### src/rtl/imsic_arb_pkg.sv
// imsic_arb_pkg
//   Shared types and constants for the IMSIC access arbiter slice:
//   - arb_state_e : arbiter FSM states (IDLE / BUSY / RESP)
//   - ImsicAddrW  : IMSIC register address width
//   - ImsicDataW  : IMSIC register data width
//   - hart_idx_w(): width of a hart index, never less than one bit
package imsic_arb_pkg;

    localparam int unsigned ImsicAddrW = 32;
    localparam int unsigned ImsicDataW = 32;

    typedef enum logic [1:0] {
        ST_IDLE = 2'd0,
        ST_BUSY = 2'd1,
        ST_RESP = 2'd2
    } arb_state_e;

    function automatic int unsigned hart_idx_w(input int unsigned n);
        return (n > 1) ? $clog2(n) : 1;
    endfunction

endpackage

### src/rtl/imsic_arb_rr.sv
// imsic_arb_rr
//   Combinational round-robin picker. Scans the request vector starting at
//   the pointer position and wrapping around; the first requester found wins.
//   Ports:
//     req_i   [NrHarts]  request vector
//     ptr_i   [HartW]    highest-priority hart index this round
//     grant_o [NrHarts]  one-hot winner, zero when nobody requests
module imsic_arb_rr
    import imsic_arb_pkg::*;
#(
    parameter int unsigned NrHarts = 2
) (
    input  logic [NrHarts-1:0]             req_i,
    input  logic [hart_idx_w(NrHarts)-1:0] ptr_i,
    output logic [NrHarts-1:0]             grant_o
);

    localparam int unsigned HartW = hart_idx_w(NrHarts);

    logic [HartW-1:0] idx;
    logic             found;

    always_comb begin
        grant_o = '0;
        found   = 1'b0;
        idx     = '0;
        for (int unsigned i = 0; i < NrHarts; i++) begin
            idx = HartW'((32'(ptr_i) + i) % NrHarts);
            if (!found && req_i[idx]) begin
                grant_o[idx] = 1'b1;
                found        = 1'b1;
            end
        end
    end

endmodule

### src/rtl/imsic_access_arbiter.sv
// imsic_access_arbiter
//   Arbitrates NrHarts requesters onto a single IMSIC register port, one
//   access in flight at a time (IDLE -> BUSY -> RESP -> IDLE).
//   Optional feature macro: IMSIC_ARB_TIMEOUT_EN adds a BUSY watchdog that
//   forces a faulting response after TimeoutCycles cycles without completion.
//   Ports:
//     clk_i, rst_i                     clock, synchronous active-high reset
//     req_valid_i/req_ready_o          per-hart request / combinational grant
//     req_we_i/req_claim_i             per-hart write / read-and-claim flags
//     req_addr_i/req_wdata_i           per-hart address / write data
//     rsp_valid_o                      one-cycle response strobe to the winner
//     rsp_rdata_o/rsp_exception_o      shared response data / fault
//     imsic_valid_o, imsic_hart_o      IMSIC access strobe and hart index
//     imsic_addr_o/imsic_data_o        latched address / write data
//     imsic_we_o/imsic_claim_o         latched write / claim flags
//     imsic_rvalid_i                   IMSIC completion
//     imsic_data_i/imsic_exception_i   IMSIC read data / fault
module imsic_access_arbiter
    import imsic_arb_pkg::*;
#(
    parameter int unsigned NrHarts       = 2,
    parameter int unsigned TimeoutCycles = 255
) (
    input  logic                               clk_i,
    input  logic                               rst_i,
    input  logic [NrHarts-1:0]                 req_valid_i,
    output logic [NrHarts-1:0]                 req_ready_o,
    input  logic [NrHarts-1:0]                 req_we_i,
    input  logic [NrHarts-1:0]                 req_claim_i,
    input  logic [NrHarts-1:0][ImsicAddrW-1:0] req_addr_i,
    input  logic [NrHarts-1:0][ImsicDataW-1:0] req_wdata_i,
    output logic [NrHarts-1:0]                 rsp_valid_o,
    output logic [ImsicDataW-1:0]              rsp_rdata_o,
    output logic                               rsp_exception_o,
    output logic                               imsic_valid_o,
    output logic [hart_idx_w(NrHarts)-1:0]     imsic_hart_o,
    output logic [ImsicAddrW-1:0]              imsic_addr_o,
    output logic [ImsicDataW-1:0]              imsic_data_o,
    output logic                               imsic_we_o,
    output logic                               imsic_claim_o,
    input  logic                               imsic_rvalid_i,
    input  logic [ImsicDataW-1:0]              imsic_data_i,
    input  logic                               imsic_exception_i
);

    localparam int unsigned HartW = hart_idx_w(NrHarts);

    if (NrHarts < 2) begin : g_bad_nrharts
        $error("imsic_access_arbiter: NrHarts must be at least 2");
    end
    if (TimeoutCycles < 1 || TimeoutCycles > 65535) begin : g_bad_timeout
        $error("imsic_access_arbiter: TimeoutCycles must be 1..65535");
    end

    arb_state_e            state_q;
    logic [HartW-1:0]      ptr_q;
    logic [HartW-1:0]      idx_q;
    logic                  we_q;
    logic                  claim_q;
    logic [ImsicAddrW-1:0] addr_q;
    logic [ImsicDataW-1:0] wdata_q;
    logic [ImsicDataW-1:0] rdata_q;
    logic                  exc_q;

    logic [NrHarts-1:0]    win_oh;
    logic [HartW-1:0]      win_idx;

`ifdef IMSIC_ARB_TIMEOUT_EN
    localparam int unsigned TmoCntW = 16;
    logic [TmoCntW-1:0] tmo_cnt_q;
    logic [TmoCntW-1:0] tmo_cnt_d;
    assign tmo_cnt_d = tmo_cnt_q + 1'b1;
`endif

    imsic_arb_rr #(
        .NrHarts(NrHarts)
    ) u_rr (
        .req_i  (req_valid_i),
        .ptr_i  (ptr_q),
        .grant_o(win_oh)
    );

    always_comb begin
        win_idx = '0;
        for (int unsigned i = 0; i < NrHarts; i++) begin
            if (win_oh[i]) win_idx = HartW'(i);
        end
    end

    always_ff @(posedge clk_i) begin
        if (rst_i) begin
            state_q <= ST_IDLE;
            ptr_q   <= '0;
            idx_q   <= '0;
            we_q    <= 1'b0;
            claim_q <= 1'b0;
            addr_q  <= '0;
            wdata_q <= '0;
            rdata_q <= '0;
            exc_q   <= 1'b0;
`ifdef IMSIC_ARB_TIMEOUT_EN
            tmo_cnt_q <= '0;
`endif
        end else begin
            unique case (state_q)
                ST_IDLE: begin
                    if (|req_valid_i) begin
                        state_q <= ST_BUSY;
                        idx_q   <= win_idx;
                        we_q    <= req_we_i[win_idx];
                        claim_q <= req_claim_i[win_idx];
                        addr_q  <= req_addr_i[win_idx];
                        wdata_q <= req_wdata_i[win_idx];
`ifdef IMSIC_ARB_TIMEOUT_EN
                        tmo_cnt_q <= '0;
`endif
                    end
                end
                ST_BUSY: begin
                    if (imsic_rvalid_i) begin
                        state_q <= ST_RESP;
                        // plain writes never return data to the requester
                        rdata_q <= (we_q && !claim_q) ? '0 : imsic_data_i;
                        exc_q   <= imsic_exception_i;
                    end
`ifdef IMSIC_ARB_TIMEOUT_EN
                    else if (32'(tmo_cnt_d) >= TimeoutCycles) begin
                        state_q <= ST_RESP;
                        rdata_q <= '0;
                        exc_q   <= 1'b1;
                    end else begin
                        tmo_cnt_q <= tmo_cnt_d;
                    end
`endif
                end
                ST_RESP: begin
                    state_q <= ST_IDLE;
                    ptr_q   <= (idx_q == HartW'(NrHarts - 1)) ? '0 : idx_q + 1'b1;
                end
                default: state_q <= ST_IDLE;
            endcase
        end
    end

    // Grant is combinational from the IDLE state; suppressed while in reset.
    assign req_ready_o     = (state_q == ST_IDLE && !rst_i) ? win_oh : '0;

    assign imsic_valid_o   = (state_q == ST_BUSY);
    assign imsic_hart_o    = idx_q;
    assign imsic_addr_o    = addr_q;
    assign imsic_data_o    = wdata_q;
    assign imsic_we_o      = we_q;
    assign imsic_claim_o   = claim_q;

    always_comb begin
        rsp_valid_o = '0;
        if (state_q == ST_RESP) rsp_valid_o[idx_q] = 1'b1;
    end

    assign rsp_rdata_o     = (state_q == ST_RESP) ? rdata_q : '0;
    assign rsp_exception_o = (state_q == ST_RESP) && exc_q;

endmodule

### config.mk
export PLATFORM = sky130hd
export DESIGN_NAME = imsic_access_arbiter
export DESIGN_NICKNAME = d
export VERILOG_FILES = /design/src/rtl/imsic_arb_pkg.sv /design/src/rtl/imsic_arb_rr.sv /design/src/rtl/imsic_access_arbiter.sv
export SDC_FILE = /design/constraint.sdc
export NUM_CORES = 1
export LEC_CHECK = 0
export CELL_PAD_IN_SITES_DETAIL_PLACEMENT = 0
export CELL_PAD_IN_SITES_GLOBAL_PLACEMENT = 1
export CORE_UTILIZATION = 27
export CTS_CLUSTER_SIZE = 8
export DETAILED_ROUTE_END_ITERATION = 10
export PLACE_DENSITY = 0.82
export SYNTH_ARGS = -nofsm -noshare
export SYNTH_HDL_FRONTEND = slang
export SYNTH_HIERARCHICAL = 1
export SYNTH_SLANG_ARGS = --single-unit
### constraint.sdc
create_clock -name clk_i -period 1.9 [get_ports clk_i]
set_clock_uncertainty 0.05 [all_clocks]
set_input_delay 0.475 -clock clk_i [delete_from_list [all_inputs] [get_ports clk_i]]
set_output_delay 0.475 -clock clk_i [all_outputs]
set_load 0.01 [all_outputs]
==> summary.txt <==
STA
  – Min Clock Period, post-route: 1.88 ns
  – PnR worst setup slack: 0.0163 ns
  – Final Cycle Share: around 99%
  – RSZ-0062 raised after global routing: yes
  – Fin. max-slew vios: 0
  – Final Setup Violations: 0
  – Rel. slew slack: ~67%
  – Final Hold Viols: 0
  – Slew @ Worst Pin: about 0.5 ns
  – Hold_ws: 0.397 ns
  – Fmax achieved: about 530 MHz

GRT
  – First-pass GRT wire length: about 25 mm
  – Met1 Usage GRT: 20.9%
  – Met2 Usage GRT: 29.4%
  – Busiest grt layer: met2
  – Met3 GRT Util: 6.45%
  – Gr ovfl total: 0
  – Initial antenna violation count: 0
  – Number of global-route vias before repair: 4704
  – Total Routing Usage GR: 17.7%
  – Largest net degree at the start of global routing: 67

Clocking
  – Cts bufs inserted: 9
  – Clk sink count: between 100 and 150
  – Root Driver: clkbuf_16
  – TritonCTS clock tree: yes
  – Clock Pin Slew Worst Setup and Hold Paths: 0.07 ns
  – Max clock buf depth: 2
  – Worst skew pair latency: 0.34 ns
  – CTS H-tree lvls: 3

Critical path
  – R2R depth: 6
  – Worst Path Arrival: 1.36 ns
  – FF-to-FF Start: ptr_q
  – Worst endpoint required time: 1.37 ns
  – Worst r2r dst: imsic_addr_o[14]
  – CP max stage delay: about 0.33 ns
  – Crit-path slowest cell: dfxtp_2
  – Critical path endpoint category: primary output
  – Crit path kind: register to primary output
  – CP Launch Type: register
  – CP max FO: 8
  – Crit-path cells: nor2b_4, buf_6, clkbuf_16, and2_1, buf_2
  – R2R Setup Slk: 0.22 ns

Logic synthesis
  – Syn_nets: 685
  – Syn avg cell area: ~9.4 sq um
  – Most frequent cell after synthesis: dfxtp_1
  – Number of synthesized flops with an enable pin: 0
  – Post-synth top cells: dfxtp_1 (103), a21oi_1 (100), mux2i_1 (67)
  – Seq/Total Area, Yosys: 42.4%
  – Netlist cell types: 27
  – Synth area leader: dfxtp_1
  – Yosys Warn Count: 6
  – #FFs+latches synth: 103
  – Predominant post-synthesis flop cell: dfxtp_1
  – FFs w/ async S/R, synth: 0%
  – Synth top area cells: dfxtp_1 (42%), mux2i_1 (14%), a211oi_2 (10%)
  – Post-synthesis cell area: 0.00486 sq mm
  – Mapped Cells: 515
  – Yosys top cell area share: 42.4%

Status
  – Status: completed

Floorplanning
  – Boundary Pins: 275
  – Core area: 0.0174 sq mm
  – Chip width: 136 um
  – Die ar.: about 0.019 sq mm
  – Starting Density: 27.9%
  – Die Height: 136 um
  – Core Rows: 48

Min path
  – Hold path cells: 2
  – Hold Crit Start: rdata_q[5]
  – Hold EP: rdata_q[5]
  – Worst hold path type: register to register

Placement
  – Half-perimeter wire length after placement: 11.4 mm
  – Pre-CTS setup slack: -0.647 ns
  – PortBufs: approximately 270
  – Dpl cell area: 0.00790 sq mm
  – RD Place Congestion: 0.735
  – Inst Count DP: 983

Pwr
  – Tot Pwr: approximately 6.0 mW
  – Leak pwr: 3.05 nW
  – Worst IR drop on VDD: approximately 0.39 mV
  – PwrDens: 738 mW/mm^2

Detailed routing
  – Drt pass-1 iters: 4
  – Vias/cell: 4.74
  – Starting DRT DRC Count: 178
  – Vias: 4753
  – Drt wl/cell: roughly 16 um
  – Antenna viol nets, final: 0
  – Number of remaining DRC errors: 0
  – Drt total wl: 16.2 mm

Final layout
  – Share of layout cells above drive strength 1: 18.4%
  – Syn-to-layout area delta: 68.4%
  – Total Nets Final: 942
  – Fin cells: approximately 1k
  – Fin area: 0.00819 sq mm
  – Ant diodes: 0

Job
  – Max-cap violations: 0
[layout by cell type, fill, tap and decap left out, drive strengths merged, types with 4 or more instances in the layout]
cell type        n
inv              4
nor2             6
nand3           33
nand2           34
mux2i           67
clkbuf          13
and2            34
clkdlybuf4s50  233
a21oi          100
buf             64
dfxtp          103
a211oi          66
[where the power goes]
group          switching, mW  internal, mW
sequential             0.106          2.36
combinational          0.747         0.944
clock                  0.822          1.06
total                   1.68          4.36
[worst max-delay path: cells and delay by family, from the launching register on]
| kind | cells | cell delay [ns] |
|---|---|---|
| buffers and inverters | 3 | 0.41 |
| and+or+nand+nor | 2 | 0.27 |
| DFF | 1 | 0.33 |
[flip-flops by register name (all words and copies together) (netlist names)]
name	count
imsic_addr_o	32
imsic_data_o	32
rdata_q	32
state_q	2
exc_q	1
imsic_claim_o	1
imsic_hart_o	1
imsic_we_o	1
ptr_q	1
[metal layers]
layer  wire length [um]  vias to the layer above
met2               7780                      174
met5                  0                        -
li1                   -                     2367
met3               1480                       17
met4                258                        0
met1               6700                     2195
[through the flow]
stage	util, %	setup TNS, ns
4_1_cts	46.6	0
6_report	47.0	0
5_1_grt	47.0	-0.950
2_1_floorplan	-	0
3_3_place_gp	45.3	-22.31
3_5_place_dp	45.3	-22.87
[kinds of logic after synthesis]
logic type             after synthesis  synth area share, %
multiplexers                        67                 13.8
flip-flops                         103                 42.4
AND/OR/NAND/NOR                    116                 12.4
AO/OA/AOI/OAI                      170                 25.2
buffers and inverters               59                 6.15
[worst max path at each step]
stage / start / end / slack [ns] / depth (start not counted)
3_5_place_dp: req_valid_i[0] / req_ready_o[0] / -0.65 / 4
5_1_grt: state_q[1] / rsp_rdata_o[20] / -0.07 / 5
6_report: state_q[1] / rsp_rdata_o[13] / 0.02 / 5
4_1_cts: state_q[0] / rsp_valid_o[0] / 0.001 / 4
2_1_floorplan: req_valid_i[1] / req_ready_o[1] / 0.05 / 5
3_3_place_gp: req_valid_i[0] / req_ready_o[0] / -0.70 / 4
[area by class of cell]
| type | count | area (sq um) |
|---|---|---|
| repair buffers | 302 | 2960 |
| multi-input cells | 353 | 2570 |
| clock inverters | 5 | 56.3 |
| fillers | 1741 | 9230 |
| clock buffers | 11 | 243 |
| well taps | 225 | 282 |
| flip-flops and latches | 103 | 2070 |
| inverters | 3 | 11.3 |
[repair_timing]
action,CTS,global route
endpoints found under the setup margin,45,37
hold buffers,0,0
resized for setup,159,32
setup buffers,2,0
gates cloned,1,1
pin swaps,0,9
No activity file was read; power rests on OpenSTA's default activity.
